File: src/rtl/rx_tx_desc_pkg.sv
// Shared RX/TX descriptor definitions for the 82599 host-bypass datapath.
// Latency: n/a (constants, types and pure functions only).
// Backpressure: n/a.
package rx_tx_desc_pkg;

  // Queue-0 tail register offsets within NIC BAR0
  localparam logic [63:0] TDT_REG_OFFS = 64'h6018;
  localparam logic [63:0] RDT_REG_OFFS = 64'h1018;

  // Descriptor field bit positions (128-bit descriptor)
  localparam int DESC_DD_BIT   = 64;
  localparam int DESC_EOP_BIT  = 65;
  localparam int DESC_RXE_LSB  = 84;
  localparam int DESC_RXE_MSB  = 95;
  localparam int DESC_LEN_LSB  = 96;
  localparam int DESC_LEN_MSB  = 111;
  localparam int DESC_DTYP_LSB = 84;
  localparam int DESC_DTYP_MSB = 87;

  // Packet buffer layout: one 2 KiB buffer per RX slot, TX region above 256 RX slots
  localparam int RX_BUF_SHIFT  = 11;
  localparam int RX_BUF_STRIDE = 1 << RX_BUF_SHIFT;
  localparam int TX_BUF_OFFS   = 256 * RX_BUF_STRIDE;

  // RX write-back view of a descriptor, MSB first
  typedef struct packed {
    logic [15:0] rsvd_hi;
    logic [15:0] pkt_len;
    logic [11:0] rxe;
    logic [17:0] rsvd_mid;
    logic        eop;
    logic        dd;
    logic [63:0] lo;
  } rx_wb_t;

  typedef enum logic [2:0] {
    ST_RESET,
    ST_INIT_RDT,
    ST_POLL,
    ST_CHECK,
    ST_DELIVER,
    ST_REARM,
    ST_PCIE_WRITE_RDT,
    ST_PCIE_WAIT_RDT
  } rx_state_e;

  // Byte offset of the packet buffer that belongs to ring slot idx
  function automatic logic [31:0] rx_buf_offs(input logic [7:0] idx);
    return 32'(idx) << RX_BUF_SHIFT;
  endfunction

  // Read-format descriptor handed to the NIC: only the buffer address, DD clear
  function automatic logic [127:0] rx_read_desc(input logic [31:0] base, input logic [7:0] idx);
    return {64'h0, 32'h0, base | rx_buf_offs(idx)};
  endfunction

endpackage

File: src/rtl/rx_bram_rd_pipe.sv
// Tracks an in-flight BRAM read so the FSM knows when read data is valid.
// Latency: o_vld follows i_req by exactly LAT cycles.
// Backpressure: none; every request produces one valid pulse unless cleared.
module rx_bram_rd_pipe
  import rx_tx_desc_pkg::*;
#(
  parameter int LAT = 2
) (
  input  logic i_clk,
  input  logic i_rst_n,
  input  logic i_clr,
  input  logic i_req,
  output logic o_vld
);

  logic [LAT-1:0] r_sr;

  // Shift the request marker along; a clear drops reads issued before re-init
  always_ff @(posedge i_clk or negedge i_rst_n) begin
    if (!i_rst_n) begin
      r_sr <= '0;
    end else if (i_clr) begin
      r_sr <= '0;
    end else begin
      r_sr <= (r_sr << 1) | LAT'(i_req);
    end
  end

  assign o_vld = r_sr[LAT-1];

endmodule

File: src/rtl/rx_desc_ctrl.sv
// RX descriptor ring owner: init ring, poll head DD, deliver buffer, re-arm and bump RDT.
// Latency: poll address to rcv_valid_o is BRAM_RD_LAT+1 cycles.
// Backpressure: holds rcv_valid_o until rcv_ack_i; holds pcie_rq_start_o until pcie_rq_ack_i.
module rx_desc_ctrl
  import rx_tx_desc_pkg::*;
#(
  parameter int NB_DESC     = 64,
  parameter int BRAM_RD_LAT = 2,
  parameter int POLL_GAP    = 8,
  parameter bit DEBUG_EN    = 1'b0
) (
  input  logic         clk_i,
  input  logic         rst_i_n,
  output logic [31:0]  addr_o,
  output logic         clk_o,
  output logic [127:0] data_o,
  input  logic [127:0] data_i,
  output logic         en_o,
  output logic         rst_o,
  output logic [15:0]  wea_o,
  output logic         wren_o,
  input  logic         start_i,
  input  logic         init_i,
  input  logic [31:0]  nic_base_addr_i,
  input  logic [31:0]  fpga_base_addr_i,
  output logic [31:0]  pkt_addr_o,
  output logic [15:0]  pkt_len_o,
  output logic         pkt_err_o,
  output logic         rcv_valid_o,
  input  logic         rcv_ack_i,
  output logic [63:0]  nic_phys_addr_o,
  output logic [31:0]  nic_rx_tail_pointer_o,
  output logic         pcie_rq_start_o,
  input  logic         pcie_rq_ack_i
);

  localparam int IDX_W = (NB_DESC > 1) ? $clog2(NB_DESC) : 1;
  localparam int GAP_W = (POLL_GAP > 0) ? $clog2(POLL_GAP + 1) : 1;
  localparam logic [IDX_W-1:0] LAST_IDX = IDX_W'(NB_DESC - 1);

  rx_state_e          r_state;
  logic               r_init;
  logic [IDX_W-1:0]   r_head;
  logic [IDX_W-1:0]   r_idx;
  logic [GAP_W-1:0]   r_poll_cnt;
  logic [31:0]        r_addr;
  logic [127:0]       r_wdat;
  logic [15:0]        r_wea;
  logic               r_wren;
  logic               r_rd_req;
  logic [31:0]        r_pkt_addr;
  logic [15:0]        r_pkt_len;
  logic               r_pkt_err;
  logic               r_rcv_vld;
  logic [63:0]        r_phys;
  logic [31:0]        r_rdt;
  logic               r_rq_start;

  rx_wb_t             w_wb;
  logic               w_rxe;
  logic               w_rd_vld;
  logic               w_pipe_clr;
  logic [127:0]       w_desc_idx;
  logic [127:0]       w_desc_head;
  logic [63:0]        w_phys;
  logic               w_unused_wb;

  assign w_wb        = rx_wb_t'(data_i);
  assign w_rxe       = |w_wb.rxe;
  assign w_desc_idx  = rx_read_desc(fpga_base_addr_i, 8'(r_idx));
  assign w_desc_head = rx_read_desc(fpga_base_addr_i, 8'(r_head));
  assign w_phys      = {32'h0, nic_base_addr_i} + RDT_REG_OFFS;
  assign w_pipe_clr  = init_i | r_init;
  assign w_unused_wb = ^{w_wb.rsvd_hi, w_wb.rsvd_mid, w_wb.lo};

  rx_bram_rd_pipe #(
    .LAT (BRAM_RD_LAT)
  ) u_rd_pipe (
    .i_clk   (clk_i),
    .i_rst_n (rst_i_n),
    .i_clr   (w_pipe_clr),
    .i_req   (r_rd_req),
    .o_vld   (w_rd_vld)
  );

  // Init flag: asserted by reset, then simply tracks the init_i level one cycle late
  always_ff @(posedge clk_i or negedge rst_i_n) begin
    if (!rst_i_n) begin
      r_init <= 1'b1;
    end else begin
      r_init <= init_i;
    end
  end

  // Main FSM with head/poll counters; all BRAM, delivery and PCIe outputs are registered here
  always_ff @(posedge clk_i or negedge rst_i_n) begin
    if (!rst_i_n) begin
      r_state    <= ST_RESET;
      r_head     <= '0;
      r_idx      <= '0;
      r_poll_cnt <= '0;
      r_addr     <= '0;
      r_wdat     <= '0;
      r_wea      <= '0;
      r_wren     <= 1'b0;
      r_rd_req   <= 1'b0;
      r_pkt_addr <= '0;
      r_pkt_len  <= '0;
      r_pkt_err  <= 1'b0;
      r_rcv_vld  <= 1'b0;
      r_phys     <= '0;
      r_rdt      <= '0;
      r_rq_start <= 1'b0;
    end else begin
      r_wren   <= 1'b0;
      r_wea    <= '0;
      r_rd_req <= 1'b0;
      if (init_i || r_init) begin
        // Any pending delivery or PCIe request is abandoned; the ring is rebuilt from scratch
        r_state    <= ST_RESET;
        r_head     <= '0;
        r_idx      <= '0;
        r_poll_cnt <= '0;
        r_rcv_vld  <= 1'b0;
        r_rq_start <= 1'b0;
      end else begin
        case (r_state)
          ST_RESET: begin
            r_addr <= 32'({r_idx, 4'b0000});
            r_wdat <= w_desc_idx;
            r_wea  <= '1;
            r_wren <= 1'b1;
            r_idx  <= r_idx + 1'b1;
            if (r_idx == LAST_IDX) begin
              // One slot stays with SW so the ring never looks full-owned to the NIC
              r_rdt      <= 32'(LAST_IDX);
              r_phys     <= w_phys;
              r_rq_start <= 1'b1;
              r_state    <= ST_INIT_RDT;
            end
          end
          ST_INIT_RDT: begin
            if (pcie_rq_ack_i) begin
              r_rq_start <= 1'b0;
              r_state    <= ST_POLL;
            end
          end
          ST_POLL: begin
            if (r_poll_cnt != '0) begin
              r_poll_cnt <= r_poll_cnt - 1'b1;
            end else if (start_i) begin
              r_addr   <= 32'({r_head, 4'b0000});
              r_rd_req <= 1'b1;
              r_state  <= ST_CHECK;
            end
          end
          ST_CHECK: begin
            if (w_rd_vld) begin
              if (w_wb.dd) begin
                r_pkt_addr <= rx_buf_offs(8'(r_head));
                r_pkt_len  <= w_wb.pkt_len;
                r_pkt_err  <= w_rxe | ~w_wb.eop;
                r_rcv_vld  <= 1'b1;
                r_state    <= ST_DELIVER;
              end else begin
                r_poll_cnt <= GAP_W'(POLL_GAP);
                r_state    <= ST_POLL;
              end
            end
          end
          ST_DELIVER: begin
            if (rcv_ack_i) begin
              r_rcv_vld <= 1'b0;
              r_state   <= ST_REARM;
            end
          end
          ST_REARM: begin
            // Buffer is released by the consumer, so it is safe to give the slot back
            r_addr  <= 32'({r_head, 4'b0000});
            r_wdat  <= w_desc_head;
            r_wea   <= '1;
            r_wren  <= 1'b1;
            r_rdt   <= 32'(r_head);
            r_head  <= r_head + 1'b1;
            r_state <= ST_PCIE_WRITE_RDT;
          end
          ST_PCIE_WRITE_RDT: begin
            r_phys     <= w_phys;
            r_rq_start <= 1'b1;
            r_state    <= ST_PCIE_WAIT_RDT;
          end
          ST_PCIE_WAIT_RDT: begin
            if (pcie_rq_ack_i) begin
              r_rq_start <= 1'b0;
              r_state    <= ST_POLL;
            end
          end
          default: begin
            r_state <= ST_RESET;
          end
        endcase
      end
    end
  end

  assign clk_o                 = clk_i;
  assign rst_o                 = r_init;
  assign en_o                  = ~r_init;
  assign addr_o                = r_addr;
  assign data_o                = r_wdat;
  assign wea_o                 = r_wea;
  assign wren_o                = r_wren;
  assign pkt_addr_o            = r_pkt_addr;
  assign pkt_len_o             = r_pkt_len;
  assign pkt_err_o             = r_pkt_err;
  assign rcv_valid_o           = r_rcv_vld;
  assign nic_phys_addr_o       = r_phys;
  assign nic_rx_tail_pointer_o = r_rdt;
  assign pcie_rq_start_o       = r_rq_start;

  generate
    if (DEBUG_EN) begin : g_dbg
      (* mark_debug = "true" *) rx_state_e        r_dbg_state;
      (* mark_debug = "true" *) logic [IDX_W-1:0] r_dbg_head;
      (* mark_debug = "true" *) logic [3:0]       r_dbg_hs;

      // Registered probe copies so debug taps do not load the functional paths
      always_ff @(posedge clk_i or negedge rst_i_n) begin
        if (!rst_i_n) begin
          r_dbg_state <= ST_RESET;
          r_dbg_head  <= '0;
          r_dbg_hs    <= '0;
        end else begin
          r_dbg_state <= r_state;
          r_dbg_head  <= r_head;
          r_dbg_hs    <= {r_rcv_vld, rcv_ack_i, r_rq_start, pcie_rq_ack_i};
        end
      end
    end
  endgenerate

endmodule

File: config.mk
export PLATFORM = sky130hd
export DESIGN_NAME = rx_desc_ctrl
export DESIGN_NICKNAME = d
export VERILOG_FILES = /design/src/rtl/rx_tx_desc_pkg.sv /design/src/rtl/rx_bram_rd_pipe.sv /design/src/rtl/rx_desc_ctrl.sv
export SDC_FILE = /design/constraint.sdc
export NUM_CORES = 1
export LEC_CHECK = 0
export CORE_AREA = 8 8 198 200
export CTS_BUF_LIST = sky130_fd_sc_hd__clkbuf_16
export DETAILED_ROUTE_END_ITERATION = 8
export DIE_AREA = 0 0 206 208
export GPL_ROUTABILITY_DRIVEN = 0
export PLACE_DENSITY = 0.6
export SKIP_CTS_REPAIR_TIMING = 1
export SYNTH_ARGS = -nofsm -noshare
export SYNTH_HDL_FRONTEND = slang
export SYNTH_SLANG_ARGS = --single-unit
File: constraint.sdc
create_clock -name clk_i -period 2.48 [get_ports clk_i]
set_input_delay 0.248 -clock clk_i [delete_from_list [all_inputs] [get_ports clk_i]]
set_output_delay 0.248 -clock clk_i [all_outputs]
set_load 0.005 [all_outputs]
Word level (Yosys, flattened, before mapping)
Cells that the tools add are included.
{"block": "classes", "order_cmp": 0, "mux": 44, "div": 0, "reduce_logical": 23, "mul": 0, "bitwise": 8, "add_sub_neg": 4, "n_shift": 0, "n_eq_ne": 20}
{"operator": "128-bit one-hot mux with 2 select lines", "count": 1}
{"operator": "64-bit one-hot mux with 2 select lines", "count": 1}
{"operator": "32-bit two-way mux", "count": 3}
{"operator": "32-bit one-hot mux with 3 select lines", "count": 1}
{"operator": "64-bit two-way mux", "count": 1}
{"operator": "32-bit by 17-bit OR with 32-bit output", "count": 2}
{"operator": "32-bit one-hot mux with 2 select lines", "count": 1}
{"operator": "32-bit by 13-bit adder with 33-bit output (second input constant)", "count": 1}
{"operator": "16-bit two-way mux", "count": 2}
{"operator": "3-bit two-way mux", "count": 8}
{"operator": "6-bit two-way mux", "count": 4}
{"operator": "3-bit inequality test (second input constant)", "count": 7}
{"operator": "3-bit one-hot mux with 7 select lines", "count": 1}
{"operator": "4-bit two-way mux", "count": 4}
{"operator": "4-bit AND reduction", "count": 4}
{"operator": "1-bit two-way mux", "count": 13}
{"operator": "6-bit by 1-bit adder with 6-bit output (second input constant)", "count": 2}
{"operator": "3-bit equality test (second input constant)", "count": 4}
{"operator": "12-bit OR reduction", "count": 1}
{"operator": "3-bit AND reduction", "count": 3}
{"operator": "3-bit nonzero test", "count": 3}
{"operator": "4-bit one-hot mux with 2 select lines", "count": 1}
{"operator": "2-bit nonzero test", "count": 4}
{"operator": "4-bit nonzero test", "count": 2}
{"operator": "other kinds (18)", "count": 25}
{"block": "totals", "latchBits": 0, "in_bits": 198, "mem_count": 0, "elab_cells": 117, "rom_bits": 0, "ff_bits": 321, "ramBits": 0}

Logic depth before layout (Yosys ltp)
{"block": "logic_depth", "depth_word": 4, "ltp_mapped": 8, "ltp_nobuf": 7}

By module
A second synthesis with hierarchy kept.
{"block": "hier_totals", "hier_cells": 724, "area_unflattened_um2": 7400.8}
{"mod": "rx_desc_ctrl", "n_inst": 1, "cells_per_inst": 720, "area_each_um2": 7338.3}
{"mod": "rx_bram_rd_pipe", "n_inst": 1, "cells_per_inst": 4, "area_each_um2": 62.6}

==> metrics <==
status complete, no violations; placed wire-length estimate 16.7 mm; CTS tree done; critical path launch point type flop; Final Cell Area 10100 sq um; CP max stage cell nor3_1; Crit Path Class reg -> reg; clock skew 0.0132 ns; Rows 70; Die Area 42800 sq um; Post-route DRC 0; Critical Path End Type flop; sequential-to-total area share from yosys stat 41.9%; Max stage delay on crit path 0.80 ns; setup violators final 0; min cycle time layout 2.23 ns; worst-path cell chain ha_1 > and4bb_1 > a32oi_1 > nor3_1 > nand3_1 > o21ai_1; global route overflow 0; Placeable Area 36100 sq um; DRT Wirelength ~21 mm; Critical Path RT between 2 and 3 ns; Crit path max-delay family simple AND/OR/NAND/NOR gates; drt first pass iters 4; top-count cell post-synth buf_4; yosys warns 0; largest net degree at the start of global routing 78; Synth area leader dfrtp_1; total negative slack 0 ns; Async SR Flop Fraction 100%; cell count after synthesis approximately 740; Synth top cells by count 224 x buf_4, 125 x dfrtp_1, 65 x nand2_1, 48 x mux2_2, 47 x nor2_1; first-pass GRT wire length 31.9 mm; detailed-route vias per instance 3.64; initial drt markers 141; P per Cell Area 602 nW/um^2; top_reg_cell synth dfrtp_1; CP max FO 5; hold crit path type in -> reg; GRT Overall Usage under 10%; final worst-path cycle share 89.8%; fraction of layout cells with a size suffix above 1 between 10% and 20%; Buf/Inv on CP 0; latest clock arrival within the worst-skew pair about 0.54 ns; Yosys cell types 60; Mapped Avg Cell Area roughly 10 sq um; Ports 525; Nets 1156; antenna violations before repair 1; Yosys top cell area share 41.5%; antenna-violating nets left 0; fmax approximately 450 MHz; Die Y-Extent about 210 microns; IO Port Bufs 221; max cap viols 0; clock-pin slew on the worst setup and hold paths approximately 0.070 ns; Post-Syn Area 7540 sq um; vias in the first global route between 5000 and 6000; Avg WL per Cell 14.9 microns; Final Hold Vio Count 0; RSZ-0062 raised after global routing no; die width 206 microns; dominant cells by area after synthesis dfrtp_1 42%, buf_4 22%, mux2_2 7.2%; placed cell areas 9380 sq um; Max transition margin 32.4%; number of synthesized flops with an enable pin 0; via count of the routed design 5223; area grow syn2layout 33.8%; Worst Tran Pin Value 1.01 ns; Initial Utilization 20.9%; Inserted Diodes 0; fill cell count approximately 3800; Max IR drop VDD around 0.00055 V; Yosys reg bits 126; arrival time worst endpoint 2.69 ns; Static Leakage around 4.5 nW; Max Slew Vio Count 0
## registers in the layout, indices dropped and copies added (netlist names)
register               flops
rst_o                      1
r_head                     6
pcie_rq_start_o            1
r_idx                      6
wea_o                      1
nic_rx_tail_pointer_o      6
addr_o                     6
data_o                    32
r_state                    3
rcv_valid_o                1
r_poll_cnt                 4
pkt_len_o                 16
pkt_err_o                  1
u_rd_pipe.r_sr             2
nic_phys_addr_o           33
r_rd_req                   1
pkt_addr_o                 6
## worst paths after layout
path	from	to	slack, ns	cells after the start
max	r_idx[0]$_DFFE_PN0P_	nic_phys_addr_o[32]$_DFFE_PN0P_	0.25	6
min	init_i	rst_o$_DFF_PN1_	0.17	1
max reg2reg	r_idx[0]$_DFFE_PN0P_	nic_phys_addr_o[32]$_DFFE_PN0P_	0.25	6
min reg2reg	r_rd_req$_DFF_PN0_	u_rd_pipe.r_sr[0]$_DFF_PN0_	0.46	1
max in group asynchronous	rst_i_n	pkt_len_o[1]$_DFFE_PN0P_	1.35	3
min in group asynchronous	rst_i_n	nic_phys_addr_o[27]$_DFFE_PN0P_	0.32	2
## placed cells by master, fill, tap and decap left out, types with 8 or more instances in the layout
cell type,Yosys,final
buf_4,224,9
clkbuf_16,0,20
conb_1,1,205
nand4_1,10,10
o21ai_0,17,17
nand2_1,65,65
o21ai_2,27,27
mux2_2,48,48
a21oi_1,19,19
nor2_1,47,47
dfrtp_1,125,125
xor2_1,31,31
nand3_1,15,15
clkdlybuf4s50_1,0,220
mux2i_1,8,8
## layout make-up
cell class / count / area [sq um] / area share (%)
multi-input combinational: 564 / 3270 / 32.4
sequential: 126 / 3150 / 31.3
clock inverter: 15 / 195 / 1.94
timing repair buffer: 233 / 2340 / 23.2
tap: 468 / 586 / 5.81
inverter: 7 / 26.3 / 0.261
clock buffer: 21 / 510 / 5.06
## logic make-up (layout without fill, tap and decap cells)
kind of cell             Yosys count  after routing  share of synthesized area (%)
buffers and inverters            253            276                           25.0
AND/OR/NAND/NOR                  174            174                           11.5
flip-flops                       126            126                           41.9
AO/OA/AOI/OAI                     88             88                           8.35
multiplexers                      56             56                           8.24
XOR/XNOR                          36             36                           4.18
adder cells (fa/ha/maj)            5              5                          0.830
other                              1            205                         0.0498
## routing by layer
metal | vias up | GRT usage, % | wire length [microns]
li1 | 2466 | - | -
met3 | 21 | 5.07 | 2760
met5 | - | 0 | 13
met1 | 2488 | 9.97 | 7730
met2 | 246 | 16.3 | 10600
met4 | 2 | 3.38 | 277
## stage by stage
| stage | power, mW | instances | hold slack (ns) | worst slack [ns] | util [%] |
|---|---|---|---|---|---|
| 2_1_floorplan | 2.84 | 943 | -0.0476 | 0.743 | - |
| 3_3_place_gp | 3.16 | 1398 | 0.335 | 0.161 | 26.0 |
| 3_5_place_dp | 3.17 | 1398 | 0.356 | 0.148 | 26.0 |
| 4_1_cts | 6.21 | 1433 | -0.233 | 0.198 | 27.9 |
| 5_1_grt | 6.38 | 1434 | 0.164 | 0.0193 | 27.9 |
| 6_report | 6.08 | 1434 | 0.173 | 0.253 | 27.9 |
## power by group
part	leakage, nW	switching (mW)	internal (mW)
sequential	1.63	0.0691	2.18
combinational	2.57	0.366	0.486
clock	0.335	1.06	1.91
Note: power is estimated with default switching activity, not from simulation.
